<file path="config.mk">
export PLATFORM = sky130hd
export DESIGN_NAME = issue_scoreboard_flat
export DESIGN_NICKNAME = d
export VERILOG_FILES = /design/src/rtl/issue_scoreboard_pkg.sv /design/src/rtl/issue_scoreboard_if.sv /design/src/rtl/issue_scoreboard_hazard_check.sv /design/src/rtl/issue_scoreboard.sv /design/src/flat_wrapper.sv
export SDC_FILE = /design/constraint.sdc
export NUM_CORES = 1
export LEC_CHECK = 0
export CAP_MARGIN = 20
export CORE_UTILIZATION = 35
export CTS_CLUSTER_DIAMETER = 100
export CTS_CLUSTER_SIZE = 25
export DETAILED_ROUTE_END_ITERATION = 7
export SLEW_MARGIN = 30
export SYNTH_ARGS = -nofsm -noshare
export SYNTH_HDL_FRONTEND = slang
export SYNTH_SLANG_ARGS = --single-unit
</file>
<file path="constraint.sdc">
create_clock -name i_clk -period 2.55 [get_ports i_clk]
set_input_delay 0.255 -clock i_clk [delete_from_list [all_inputs] [get_ports i_clk]]
set_output_delay 0.255 -clock i_clk [all_outputs]
set_load 0.03 [all_outputs]
</file>
<file path="src/rtl/issue_scoreboard_pkg.sv">
// Shared types and helpers for the issue controller: the execute-stage control
// bundle, the scoreboard bitmap type and the "does this write rd" predicate.
package issue_scoreboard_pkg;

  localparam int unsigned XLEN       = 32;
  localparam int unsigned REG_ADDR_W = 5;
  localparam int unsigned ARCH_REGS  = 32;

  typedef logic [ARCH_REGS-1:0] scoreboard_t;

  // Decoded control bundle handed from decode to EX; iop marks a store when mem=1.
  typedef struct packed {
    logic                  load_upper_imm;
    logic                  uncond_branch;
    logic                  cond_branch;
    logic                  alu_imm;
    logic                  alu_reg;
    logic                  mem;
    logic                  iop;
    logic                  rs1_out;
    logic                  rs2_out;
    logic [REG_ADDR_W-1:0] rs1;
    logic [REG_ADDR_W-1:0] rs2;
    logic [REG_ADDR_W-1:0] rd;
    logic [3:0]            alu_op;
  } control_ex_s;

  function automatic control_ex_s control_ex_s_default();
    control_ex_s c;
    c = '0;
    return c;
  endfunction

  // True when the instruction produces a register result (x0 is never tracked).
  function automatic logic writes_rd(input control_ex_s c);
    return (c.load_upper_imm | c.uncond_branch | c.alu_imm | c.alu_reg |
            (c.mem & ~c.iop)) & (c.rd != '0);
  endfunction

endpackage

</file>
<file path="src/rtl/issue_scoreboard_if.sv">
// Issue/EX handshake bundle for the issue controller.
//   i_valid/o_ready/i_control_signal/i_imm : decoder -> issue handshake
//   o_valid/i_ex_ready/o_control_signal/o_imm : issue -> EX handshake
// master: the surrounding pipeline (decoder + EX); slave: the issue controller.
interface issue_scoreboard_if;
  import issue_scoreboard_pkg::*;

  logic              i_valid;
  logic              o_ready;
  control_ex_s       i_control_signal;
  logic [XLEN-1:0]   i_imm;
  logic              o_valid;
  logic              i_ex_ready;
  control_ex_s       o_control_signal;
  logic [XLEN-1:0]   o_imm;

  modport master (
    output i_valid, i_control_signal, i_imm, i_ex_ready,
    input  o_ready, o_valid, o_control_signal, o_imm
  );

  modport slave (
    input  i_valid, i_control_signal, i_imm, i_ex_ready,
    output o_ready, o_valid, o_control_signal, o_imm
  );
endinterface

</file>
<file path="src/rtl/issue_scoreboard_hazard_check.sv">
// Combinational RAW/WAW hazard detection against the pending-write scoreboard.
//   scoreboard     : registered pending-write bitmap
//   wb_valid/wb_rd : same-cycle writeback, bypassed out of the scoreboard
//   control_signal : candidate instruction
//   hazard         : candidate must stall
//   sb_eff         : scoreboard with the writeback bit already cleared
module issue_hazard_check
  import issue_scoreboard_pkg::*;
#(
  parameter int unsigned NREGS = 32
) (
  input  logic [NREGS-1:0]      scoreboard,
  input  logic                  wb_valid,
  input  logic [REG_ADDR_W-1:0] wb_rd,
  input  control_ex_s           control_signal,
  output logic                  hazard,
  output logic [NREGS-1:0]      sb_eff
);

  logic [NREGS-1:0] wb_mask;

  always_comb begin
    wb_mask = '0;
    if (wb_valid) wb_mask = NREGS'(1) << wb_rd;
    sb_eff = scoreboard & ~wb_mask;
    hazard = (control_signal.rs1_out & sb_eff[control_signal.rs1]) |
             (control_signal.rs2_out & sb_eff[control_signal.rs2]) |
             (writes_rd(control_signal) & sb_eff[control_signal.rd]);
  end

endmodule

</file>
<file path="src/rtl/issue_scoreboard.sv">
// Issue controller: one-entry output register toward EX, pending-write
// scoreboard with writeback bypass, flush squash and a saturating counter of
// hazard-stall cycles.
//   i_clk, i_reset   : clock, synchronous active-high reset
//   bus (slave)      : decoder->issue and issue->EX handshakes
//   i_wb_valid/i_wb_rd : writeback retiring a register write
//   i_flush          : squash the held instruction
//   o_scoreboard     : pending-write bitmap (bit 0 always 0)
//   o_stall_cycles   : saturating hazard-stall cycle count
module issue_scoreboard
  import issue_scoreboard_pkg::*;
#(
  parameter int unsigned NREGS = 32,
  parameter int unsigned CNT_W = 32
) (
  input  logic                  i_clk,
  input  logic                  i_reset,
  issue_scoreboard_if.slave     bus,
  input  logic                  i_wb_valid,
  input  logic [REG_ADDR_W-1:0] i_wb_rd,
  input  logic                  i_flush,
  output logic [NREGS-1:0]      o_scoreboard,
  output logic [CNT_W-1:0]      o_stall_cycles
);

  logic              valid_q, valid_d;
  control_ex_s       ctrl_q, ctrl_d;
  logic [XLEN-1:0]   imm_q, imm_d;
  logic [NREGS-1:0]  sb_q, sb_d;
  logic [CNT_W-1:0]  stall_cnt_q, stall_cnt_d;

  logic              hazard;
  logic [NREGS-1:0]  sb_eff;
  logic              slot_free;
  logic              accept;

  issue_hazard_check #(.NREGS(NREGS)) u_hazard (
    .scoreboard     (sb_q),
    .wb_valid       (i_wb_valid),
    .wb_rd          (i_wb_rd),
    .control_signal (bus.i_control_signal),
    .hazard         (hazard),
    .sb_eff         (sb_eff)
  );

  // Ready is combinational from the presented control bundle.
  assign slot_free   = ~valid_q | bus.i_ex_ready;
  assign bus.o_ready = ~hazard & slot_free & ~i_flush;
  assign accept      = bus.i_valid & bus.o_ready;

  // Next-state for output register, scoreboard and stall counter.
  always_comb begin
    valid_d     = valid_q;
    ctrl_d      = ctrl_q;
    imm_d       = imm_q;
    sb_d        = sb_eff;
    stall_cnt_d = stall_cnt_q;

    if (accept) begin
      valid_d = 1'b1;
      ctrl_d  = bus.i_control_signal;
      imm_d   = bus.i_imm;
    end else if (valid_q & (bus.i_ex_ready | i_flush)) begin
      // Consumed by EX or squashed; park the default bundle.
      valid_d = 1'b0;
      ctrl_d  = control_ex_s_default();
      imm_d   = '0;
    end

    // A squashed instruction never writes back, so release its rd.
    if (i_flush & valid_q & writes_rd(ctrl_q) & ~bus.i_ex_ready)
      sb_d[ctrl_q.rd] = 1'b0;

    if (accept & writes_rd(bus.i_control_signal))
      sb_d[bus.i_control_signal.rd] = 1'b1;

    sb_d[0] = 1'b0;

    if (bus.i_valid & hazard & ~i_flush & (stall_cnt_q != {CNT_W{1'b1}}))
      stall_cnt_d = stall_cnt_q + CNT_W'(1);
  end

  // State registers.
  always_ff @(posedge i_clk) begin
    if (i_reset) begin
      valid_q     <= 1'b0;
      ctrl_q      <= control_ex_s_default();
      imm_q       <= '0;
      sb_q        <= '0;
      stall_cnt_q <= '0;
    end else begin
      valid_q     <= valid_d;
      ctrl_q      <= ctrl_d;
      imm_q       <= imm_d;
      sb_q        <= sb_d;
      stall_cnt_q <= stall_cnt_d;
    end
  end

  assign bus.o_valid          = valid_q;
  assign bus.o_control_signal = ctrl_q;
  assign bus.o_imm            = imm_q;
  assign o_scoreboard         = sb_q;
  assign o_stall_cycles       = stall_cnt_q;

endmodule

</file>
<file path="src/flat_wrapper.sv">
// flat-port wrapper written by rule: the top's interface ports become plain ports
module issue_scoreboard_flat import issue_scoreboard_pkg::*;
#(
  parameter int unsigned NREGS = 32,
  parameter int unsigned CNT_W = 32
)
  (i_clk, i_reset, i_wb_valid, i_wb_rd, i_flush, o_scoreboard, o_stall_cycles, bus_i_valid, bus_i_control_signal, bus_i_imm, bus_i_ex_ready, bus_o_ready, bus_o_valid, bus_o_control_signal, bus_o_imm);
  issue_scoreboard_if bus_i ();
  input  logic i_clk;
  input  logic i_reset;
  input  logic i_wb_valid;
  input  logic [REG_ADDR_W-1:0] i_wb_rd;
  input  logic i_flush;
  output logic [NREGS-1:0] o_scoreboard;
  output logic [CNT_W-1:0] o_stall_cycles;
  input wire logic [$bits(bus_i.i_valid)-1:0] bus_i_valid;
  input wire logic [$bits(bus_i.i_control_signal)-1:0] bus_i_control_signal;
  input wire logic [$bits(bus_i.i_imm)-1:0] bus_i_imm;
  input wire logic [$bits(bus_i.i_ex_ready)-1:0] bus_i_ex_ready;
  output wire logic [$bits(bus_i.o_ready)-1:0] bus_o_ready;
  output wire logic [$bits(bus_i.o_valid)-1:0] bus_o_valid;
  output wire logic [$bits(bus_i.o_control_signal)-1:0] bus_o_control_signal;
  output wire logic [$bits(bus_i.o_imm)-1:0] bus_o_imm;
  assign bus_i.i_valid = bus_i_valid;
  assign bus_i.i_control_signal = bus_i_control_signal;
  assign bus_i.i_imm = bus_i_imm;
  assign bus_i.i_ex_ready = bus_i_ex_ready;
  assign bus_o_ready = bus_i.o_ready;
  assign bus_o_valid = bus_i.o_valid;
  assign bus_o_control_signal = bus_i.o_control_signal;
  assign bus_o_imm = bus_i.o_imm;
  issue_scoreboard #(.NREGS(NREGS), .CNT_W(CNT_W)) u_core (.i_clk(i_clk), .i_reset(i_reset), .bus(bus_i), .i_wb_valid(i_wb_valid), .i_wb_rd(i_wb_rd), .i_flush(i_flush), .o_scoreboard(o_scoreboard), .o_stall_cycles(o_stall_cycles));
endmodule
</file>
==> results.toml <==
[worst_hold_path]
holdPathEnd = "u_core.o_stall_cycles[16]"
hold_start = "i_reset"
hold_path.class = "input port to register"
holdPathStages = 3

[logic_synthesis]
synth.area.top_cells = "dfxtp_1, o21ai_0, nand3_1, nand2_1, nor2_1"
seq_area_frac_synth = 0.3803
synth_common_cells = "dfxtp_1, o21ai_0, nand2_1"
postSynthCellCount = 864
synth-async-reset-ratio = 0
synth_flop_cell = "dfxtp_1"
ys_ff_latch = 124
synth_cell_types = 67
synth.most_common_cell = "dfxtp_1"
ys_warn_count = 0
synth.net_count = 936
synth_area_leader_cell = "dfxtp_1"
synth_top_area_share = 0.3803
synth_edf_count = 0
synth_area_um2 = 6528
postSynthAreaPerCell_um2 = 7.555

[clock_network]
clk_pin_slew_ns = 0.06
insertion_delay_ns = 0.43
ctsHoldBuffers = 0
htreeDepth = 4
cts_buffers = 17
cts_tree = "built"
clock-sinks = 124
clk_root_buffer_cell = "clkbuf_16"
clockBufferDepth = 2

[power]
p_leak_nw = 4.671
p_seq_frac = 0.341
ir_worst_vdd_uv = 450.6
p_int_mw = 4.177
clkPwrFrac = 0.421
pwr-share-comb = 0.238
p_sw_frac = 0.2998
power_switching_mw = 1.788
power_mw = 5.965
powerDensity_nw_per_um2 = 462.8

[drt]
drt_pass1_iterations = 7
drt_wl_total_mm = 30.86
wire_per_inst_um = 20.60
antenna_left = 0
viasPerCell = 5.660
drt-initial-drc-count = 676
drcViolationCount = 23
vias = 8479

[floorplan]
initial_core_util = 0.3597
die_area_um2 = 19200
die_y_um = 138.6
core-area_um2 = 18150
dieWidth_um = 138.6
num_rows = 49
ios = 197

[sta]
fin_ws_ns = -0.4026
tightest_slew_ns = 0.6625
fin_crit_sh = 1.158
finalSetupViolCount = 115
grt_setup_unrepaired = "true"
timing.hold.ws_ns = 0.2445
finalHoldViolCount = 0
max_clock_freq_mhz = 338.7
skew_ns = 0.01698
finalMaxSlewViolations = 0
maxSlewHeadroom = 0.5574
min_period_ns = 2.953

[worst_setup_path]
r2r_setup_slack_ns = -0.23
cp_num_buf_inv = 7
arrival_ns = 2.70
crit_path_end_kind = "output port"
crit_type = "input port to output port"
r2r_start = "u_core.o_stall_cycles[10]"
cp_slowest_cell = "mux4_2"
reg2regPathDepth = 11
path_max_fanout = 4
startpoint_type = "input port"
worstPathRequired_ns = 2.30
cpPeakStageDelay_ns = 0.32
cp_cell_sequence = "buf_8 -> buf_6 -> buf_6 -> nand4_1 -> buf_6 -> o21ai_2 -> mux4_2 -> nor3b_4 -> a211oi_2 -> o31ai_2 -> buf_4 -> nand3_4 -> buf_6 -> nor3_4 -> buf_6"
rr_endpoint = "u_core.o_stall_cycles[26]"
worstSetupPathDepth = 15
cpLargestDelayFamily = "buffers and inverters"
worst_path_most_repeated_cell = "buf_6"

[job]
maxCapViolations = 0

[layout]
nNetsFinal = 1328
multi_input_area_um2 = 4888
n_antenna_cell = 0
fin_util = 0.7103
area_delta_synth_final_pct = 97.47
drive_above_1_share = 0.3924
fin_area_um2 = 12890
nFillCells = 1363
seqCellArea_um2 = 2485

[outcome]
violations = "design-rule violations, negative setup slack"
outcome = "finished, violations left"

[grt]
met3_usage = 0.07390
grt_pass1_vias = 8113
grt_pass1_wl_mm = 46.12
antenna_found_initial = 0
top_usage_layer = "met2"
grt.total_usage = 0.3114
grt_util_met1 = 0.4086
grt_max_degree = 69
met2_usage = 0.5084
grt-ovfl-total = 0

[placement]
dpl_cell_area_um2 = 10060
io_buffers = 195
place_congestion = 1.075
post-dp-hpwl_mm = 20.22
## worst register-to-register path: cells and delay by family (launching register included)
kind,cells,cell delay [ns]
mux,1,0.36
flops,1,0.32
simple gates,8,1.18
compound gates,1,0.47
buf+inv,1,0.37
## layout make-up
class / count / share of cell area
clock buffer: 18 / 0.03407
timing repair buffer: 444 / 0.3527
multi-input combinational: 647 / 0.3792
clock inverter: 14 / 0.01252
tap: 229 / 0.02223
sequential: 124 / 0.1928
inverter: 22 / 0.006407
## metrics by stage
step	setup TNS [ns]	setup WS [ns]	std cells
finish	-21.20	-0.4026	1498
global route	-27.69	-0.4813	1498
CTS	-23.84	-0.4486	1493
detailed placement	-127.07	-1.110	1401
global placement	-121.25	-1.070	1401
floorplan	-3.791	-0.1899	864
## state kept, by name, indices dropped and copies added (netlist names)
name,cells
u_core.bus.o_valid,1
u_core.bus.o_control_signal,28
u_core.o_scoreboard,31
u_core.o_stall_cycles,32
u_core.bus.o_imm,32
## cells by family (layout without fill, tap and decap cells)
kind of cell             Yosys count  in the layout  share of synthesized area
AND/OR/NAND/NOR                  388            388                     0.3008
other                              1              1                  0.0005745
buffers and inverters             93            498                    0.05731
adder cells (fa/ha/maj)            1              1                   0.001917
multiplexers                      13             13                    0.02262
XOR/XNOR                          12             12                    0.01610
AO/OA/AOI/OAI                    232            232                     0.2204
flip-flops                       124            124                     0.3803
## worst max path at each step
stage	slack, ns	to	startpoint
floorplan	-0.19	bus_o_ready	i_wb_rd[2]
global placement	-1.07	bus_o_ready	i_wb_rd[2]
detailed placement	-1.11	bus_o_ready	i_wb_rd[2]
CTS	-0.45	bus_o_ready	i_wb_rd[0]
global route	-0.48	bus_o_ready	i_wb_rd[0]
finish	-0.40	bus_o_ready	i_wb_rd[0]
## per-layer routing
layer / routed length, um / vias up
met5: 0 / -
met4: 690 / 0
met3: 2646 / 53
met2: 14420 / 388
met1: 13100 / 4103
li1: - / 3935
## timing repair
| action | CTS | global route |
|---|---|---|
| buffers inserted | 46 | 16 |
| cloned | 18 | 0 |
| pin swaps | 90 | 86 |
| resized for setup | 264 | 174 |
| endpoints found under the setup margin | 125 | 125 |
## power groups by stage
| stage | sequential (mW) | combinational [mW] | clock [mW] |
|---|---|---|---|
| after global routing | 2.04 | 1.48 | 2.62 |
| final | 2.03 | 1.42 | 2.51 |
| after detailed placement | 2.07 | 0.944 | 0 |
| after floorplan | 2.17 | 0.358 | 0 |
| after global placement | 2.07 | 0.946 | 0 |
| after CTS | 2.03 | 1.30 | 2.53 |
## cell usage in the layout (no fill, tap or decap), types with 9 or more instances in the layout
cell	instances
nor3_1	15
inv_1	19
o211ai_1	9
nand3_2	63
nor2b_1	10
buf_16	16
a211o_1	23
dfxtp_1	122
nand3_4	9
clkbuf_16	17
o21ai_2	39
nand2b_1	13
nand3_1	26
xor2_1	10
o21ai_1	72
nor2_1	63
nand2_1	93
buf_6	45
buf_8	10
nand4_1	18
buf_4	167
clkdlybuf4s50_1	184
buf_12	15
a21oi_1	10
o21ai_0	12
Note: power is estimated with default switching activity, not from simulation.
